### src/rtl/common.sv
// Bus types shared between pipeline stages and the memory side.
package common;

    typedef struct packed {
        logic        valid;
        logic [63:0] addr;
    } ibus_req_t;

    typedef struct packed {
        logic        addr_ok;
        logic        data_ok;
        logic [31:0] data;
    } ibus_resp_t;

endpackage

### src/rtl/pipes.sv
// Pipeline-stage types and constants for the fetch/decode boundary.
package pipes;

    typedef enum logic [1:0] {
        FETCH   = 2'd0,
        DISCARD = 2'd1,
        HOLD    = 2'd2
    } fetch_state_t;

    localparam logic [63:0] PC_RESET_DEFAULT = 64'h0000_0000_8000_0000;
    localparam logic [63:0] INSTR_BYTES      = 64'd4;

    typedef struct packed {
        logic        valid;
        logic [63:0] pc;
        logic [31:0] raw_instr;
    } fetch_data_t;

    function automatic logic [63:0] seq_pc(input logic [63:0] pc);
        return pc + INSTR_BYTES;
    endfunction

endpackage

### src/rtl/fetch_pcnext.sv
// Next fetch PC selection: an unstalled redirect beats a sequential advance.
module pcnext
    import pipes::*;
(
    input  logic [63:0] pc,
    input  logic        PCSel,
    input  logic [63:0] pc_address,
    input  logic        stallF,
    input  logic        deliver,
    output logic [63:0] pc_next,
    output logic        redirect
);

    always_comb begin
        redirect = PCSel && !stallF;
        pc_next  = pc;
        if (redirect) begin
            pc_next = pc_address;
        end else if (deliver) begin
            pc_next = seq_pc(pc);
        end
    end

endmodule

### src/rtl/fetch.sv
// Instruction-fetch stage and F/D pipeline register.
//
// state   | meaning
// FETCH   | request at req_addr on the bus, waiting for data_ok
// DISCARD | redirected with a request in flight; drop its data when it lands
// HOLD    | data arrived while decode stalled; parked in buf_* until released
module fetch
    import common::*;
    import pipes::*;
#(
    parameter logic [63:0] PC_RESET = PC_RESET_DEFAULT
) (
    input  logic        clk,
    input  logic        reset,
    output ibus_req_t   ireq,
    input  ibus_resp_t  iresp,
    input  logic        stallF,
    input  logic        PCSel,
    input  logic [63:0] pc_address,
    output fetch_data_t dataF,
    output logic [63:0] last_pc
);

    fetch_state_t state_q, state_d;
    logic [63:0]  pc_q, pc_d;
    logic [63:0]  req_addr_q, req_addr_d;
    logic [31:0]  buf_instr_q, buf_instr_d;
    logic [63:0]  buf_pc_q, buf_pc_d;
    fetch_data_t  data_f_q, data_f_d;

    logic         deliver_cand;
    logic         redirect;
    logic [63:0]  pc_next;
    logic [63:0]  deliver_pc;
    logic [31:0]  deliver_instr;
    logic         unused_addr_ok;

    // A response is outstanding until data_ok; the accept handshake carries no information here.
    assign unused_addr_ok = iresp.addr_ok;

    // Candidate only; pcnext lets an effective redirect override it.
    assign deliver_cand = !stallF &&
                          (((state_q == FETCH) && iresp.data_ok) || (state_q == HOLD));

    pcnext u_pcnext (
        .pc         (pc_q),
        .PCSel      (PCSel),
        .pc_address (pc_address),
        .stallF     (stallF),
        .deliver    (deliver_cand),
        .pc_next    (pc_next),
        .redirect   (redirect)
    );

    always_comb begin
        state_d       = state_q;
        pc_d          = pc_next;
        req_addr_d    = req_addr_q;
        buf_instr_d   = buf_instr_q;
        buf_pc_d      = buf_pc_q;
        data_f_d      = data_f_q;
        deliver_pc    = buf_pc_q;
        deliver_instr = buf_instr_q;

        case (state_q)
            FETCH: begin
                if (iresp.data_ok) begin
                    if (redirect) begin
                        req_addr_d = pc_next;
                    end else if (!stallF) begin
                        deliver_pc    = req_addr_q;
                        deliver_instr = iresp.data;
                        req_addr_d    = pc_next;
                    end else begin
                        buf_instr_d = iresp.data;
                        buf_pc_d    = req_addr_q;
                        state_d     = HOLD;
                    end
                end else if (redirect) begin
                    state_d = DISCARD;
                end
            end
            DISCARD: begin
                if (iresp.data_ok) begin
                    req_addr_d = pc_next;
                    state_d    = FETCH;
                end
            end
            HOLD: begin
                if (!stallF) begin
                    req_addr_d = pc_next;
                    state_d    = FETCH;
                end
            end
            default: begin
                state_d = FETCH;
            end
        endcase

        if (!stallF) begin
            data_f_d = '0;
            if (deliver_cand && !redirect) begin
                data_f_d.valid     = 1'b1;
                data_f_d.pc        = deliver_pc;
                data_f_d.raw_instr = deliver_instr;
            end
        end
    end

    always_ff @(posedge clk) begin
        if (reset) begin
            state_q     <= FETCH;
            pc_q        <= PC_RESET;
            req_addr_q  <= PC_RESET;
            buf_instr_q <= '0;
            buf_pc_q    <= '0;
            data_f_q    <= '0;
        end else begin
            state_q     <= state_d;
            pc_q        <= pc_d;
            req_addr_q  <= req_addr_d;
            buf_instr_q <= buf_instr_d;
            buf_pc_q    <= buf_pc_d;
            data_f_q    <= data_f_d;
        end
    end

    always_comb begin
        ireq.valid = !reset && ((state_q == FETCH) || (state_q == DISCARD));
        ireq.addr  = req_addr_q;
    end

    assign dataF   = data_f_q;
    assign last_pc = pc_q;

endmodule

### config.mk
export PLATFORM = sky130hd
export DESIGN_NAME = fetch
export DESIGN_NICKNAME = d
export VERILOG_FILES = /design/src/rtl/common.sv /design/src/rtl/pipes.sv /design/src/rtl/fetch_pcnext.sv /design/src/rtl/fetch.sv
export SDC_FILE = /design/constraint.sdc
export NUM_CORES = 1
export LEC_CHECK = 0
export BUFFER_PORTS_ARGS = -buffer_cell sky130_fd_sc_hd__buf_2
export CAP_MARGIN = 20
export CORE_MARGIN = 1.5
export CORE_UTILIZATION = 55
export DETAILED_ROUTE_END_ITERATION = 16
export PLACE_DENSITY = 0.92
export SLEW_MARGIN = 5
export SYNTH_ARGS = -nofsm -noshare
export SYNTH_HDL_FRONTEND = slang
export SYNTH_SLANG_ARGS = --single-unit
export TNS_END_PERCENT = 30
### constraint.sdc
create_clock -name clk -period 8 [get_ports clk]
set_input_delay 0.4 -clock clk [delete_from_list [all_inputs] [get_ports clk]]
set_output_delay 0.4 -clock clk [all_outputs]
set_load 0.01 [all_outputs]
==> metrics.yaml <==
run_status:
  outcome: "finished, final reports clean"
synth:
  synthXorXnorAreaFrac_pct: 3.66
  synth_compound_area_share_pct: 20.3
  synthMuxAreaShare_pct: 0.425
  synthTopCellsByArea: "dfxtp_1 46%, nand2_1 12%, a21oi_1 11%"
  synth_edf_count: 0
  ys_warn_count: 0
  syn_area_mm2: 0.0141
  ys_seq_elements: 323
  synth_most_common_cell: "nand2_1"
  synthTopCellsByCount: "466 x nand2_1, 323 x dfxtp_1, 322 x a21oi_1, 229 x nor2_1, 113 x clkbuf_1"
  synth_top_area_share_pct: 45.8
  synth_top_family_by_area: "simple AND/OR/NAND/NOR gates"
  async_flop_share_pct: 0
  synthSimpleGateAreaFrac_pct: 25.3
  synth_cells: 1871
  yosys.cell_types.count: 65
  postSynthAreaPerCell_um2: 7.55
  post_synth_fa_ha_maj_area_fraction_pct: 0.354
  synth_flop_cell: "dfxtp_1"
  yosysSeqAreaShare_pct: 45.8
  syn_nets: 1977
  yosys.area.top_type: "dfxtp_1"
final_layout:
  fin_util_pct: 67.8
  layout-drive-gt1-share_pct: 19.8
  fin_nets: 2218
  area_growth_pct: 20.9
  fill_cells: 2011
  final_cells: 2470
route:
  met2WireLength_mm: 21.9
  dr.pass1.iters: 7
  drc: 0
  route.vias.total: 15128
  maxUsedRoutingLayer: "met4"
  via_per_inst: 6.12
  wirelength_mm: 47.9
  drt_iter0_markers: 2150
  wl_met1_mm: 18.1
  ant_nets: 0
  met3WireLength_mm: 4.89
  drt-wirelength-per-cell_um: 19.4
global_routing:
  grt_pass1_vias: 13825
  grt_overflow_total: 0
  grt_max_degree: 182
  grt_pass1_wl_mm: 73.0
  antenna_found_initial: 4
  grt_usage_pct: 34.4
clocking:
  cts_resized: 0
  worst_skew_pair.late_latency_ns: 0.52
  clock-sinks: 323
  clk_pin_slew_ns: 0.06
  numCtsBuffers: 35
  clockRootBuffer: "clkbuf_16"
  hold_buffers: 0
  cts-htree-levels: 2
  cts.path.max_buffers: 3
  cts_tree: "built"
  cts_setup_buffers: 0
die:
  start_util_pct: 56.1
  dieHeight_um: 163
  io_pins: 328
  die_w_um: 163
  die_area_mm2: 0.0267
  core_area_mm2: 0.0252
  num_rows: 58
placement:
  dp.cells: 2403
  place_congestion: 0.960
  dp_hpwl_mm: 30.6
  port-buffer-count: 326
power_and_ir_drop:
  ir_worst_vdd_uv: 160
  p_total_w: 0.00397
  leakage_nw: 6.86
  power.density_mw_per_mm2: 232
timing:
  drv_slew: 0
  relSlewSlack_pct: 23.1
  max_freq_ghz: 0.270
  final_hold_viol_count: 0
  setup-violations-final: 0
  rsz0062_at_grt: "no"
  finalSetupTns_ns: 0
  post-route-period-util_pct: 46.3
  skew_ns: 0.0165
  layout_min_cycle_time_ns: 3.71
  worst_slew_pin_slew_ns: 1.15
critical_path:
  criticalPathCategory: "reg2reg"
  crit_path_end_kind: "flop"
  cp.required_ns: 8.37
  crit_arrival_ns: 4.08
  cp_max_fo: 20
  cp-start-kind: "flop"
hold_path:
  hp-class: "in2reg"
flow_run:
  max-cap-violations: 0
[state kept, by name, summed over array words and instances (netlist names), named ones only]
register	count
dataF	97
req_addr_q	35
buf_pc_q	64
buf_instr_q	32
last_pc	64
state_q	2
[worst max-delay path: stages, from the launching register on]
cell	delay [ns]
dfxtp_1	0.39
inv_1	0.10
ha_1	0.51
inv_1	0.22
a21oi_2	0.83
nand2_1	0.85
a222oi_1	0.59
nor3_1	0.07
[power by group]
part	internal [W]	switching, W
clock	0.00101	0.000656
sequential	0.00168	0.0000894
combinational	0.000172	0.000363
total	0.00286	0.00111
[kinds of logic (layout without fill, tap and decap cells)]
| family | Yosys count | count (layout) |
|---|---|---|
| compound gates | 483 | 483 |
| mux | 6 | 6 |
| xor+xnor | 59 | 59 |
| fa+ha+maj | 4 | 4 |
| other cells | 0 | 4 |
| buf+inv | 152 | 417 |
| flops | 323 | 323 |
| simple gates | 844 | 844 |
[path summary, 6_finish.rpt]
kind              slack (ns)              end             from  depth (start not counted)
hold / removal          0.14       last_pc[1]    pc_address[1]                          3
setup / recovery        4.29   req_addr_q[33]       state_q[0]                          7
setup reg to reg        4.29   req_addr_q[33]       state_q[0]                          7
hold reg to reg         0.45  buf_instr_q[14]  buf_instr_q[14]                          2
[cells in the final DEF (no fill, tap or decap), types with 5 or more instances in the layout]
| cell | synthesis | final |
|---|---|---|
| o21ai_0 | 36 | 36 |
| xnor2_1 | 29 | 29 |
| buf_2 | 5 | 324 |
| inv_1 | 12 | 12 |
| a22o_1 | 21 | 21 |
| a221oi_1 | 8 | 8 |
| a221o_1 | 11 | 11 |
| nor4_1 | 7 | 7 |
| clkbuf_8 | 0 | 11 |
| and3_1 | 12 | 10 |
| a211oi_1 | 27 | 27 |
| clkbuf_1 | 113 | 6 |
| a21oi_1 | 322 | 320 |
| nand2_1 | 466 | 464 |
| a22oi_1 | 13 | 13 |
| and2_1 | 8 | 8 |
| o221ai_1 | 13 | 13 |
| nor2_1 | 229 | 228 |
| and4_1 | 9 | 9 |
| mux2i_1 | 6 | 5 |
| dfxtp_1 | 323 | 323 |
| nand3_1 | 27 | 25 |
| or3_1 | 5 | 5 |
| buf_4 | 2 | 13 |
| nor2b_1 | 9 | 9 |
| nor3_1 | 28 | 28 |
| xor2_1 | 30 | 30 |
| nand4_1 | 28 | 28 |
| clkbuf_16 | 0 | 37 |
[per-layer routing]
| metal | vias to the layer above | track usage [%] |
|---|---|---|
| li1 | 6882 | - |
| met2 | 994 | 55.4 |
| met3 | 215 | 6.55 |
| met5 | - | 0 |
| met4 | 0 | 20.6 |
| met1 | 7037 | 42.6 |
[per-stage QoR]
stage | setup slack [ns] | hold slack, ns | cell area [um^2]
detailed placement | 4.15 | 0.447 | 15800
CTS | 4.36 | 0.131 | 17000
global placement | 4.23 | 0.441 | 15800
finish | 4.29 | 0.141 | 17100
global route | 4.12 | 0.143 | 17100
floorplan | 5.42 | 0.437 | 14100
[area by class of cell]
cell class / count / area (um^2) / share of cell area (%)
multi-input cells: 1396 / 7130 / 41.7
flip-flops and latches: 323 / 6470 / 37.8
repair buffers: 343 / 1830 / 10.7
clock buffers: 54 / 1100 / 6.44
well taps: 330 / 413 / 2.42
clock inverters: 7 / 87.6 / 0.513
inverters: 13 / 48.8 / 0.286
diodes: 4 / 10.0 / 0.0586
No activity file was read; power rests on OpenSTA's default activity.
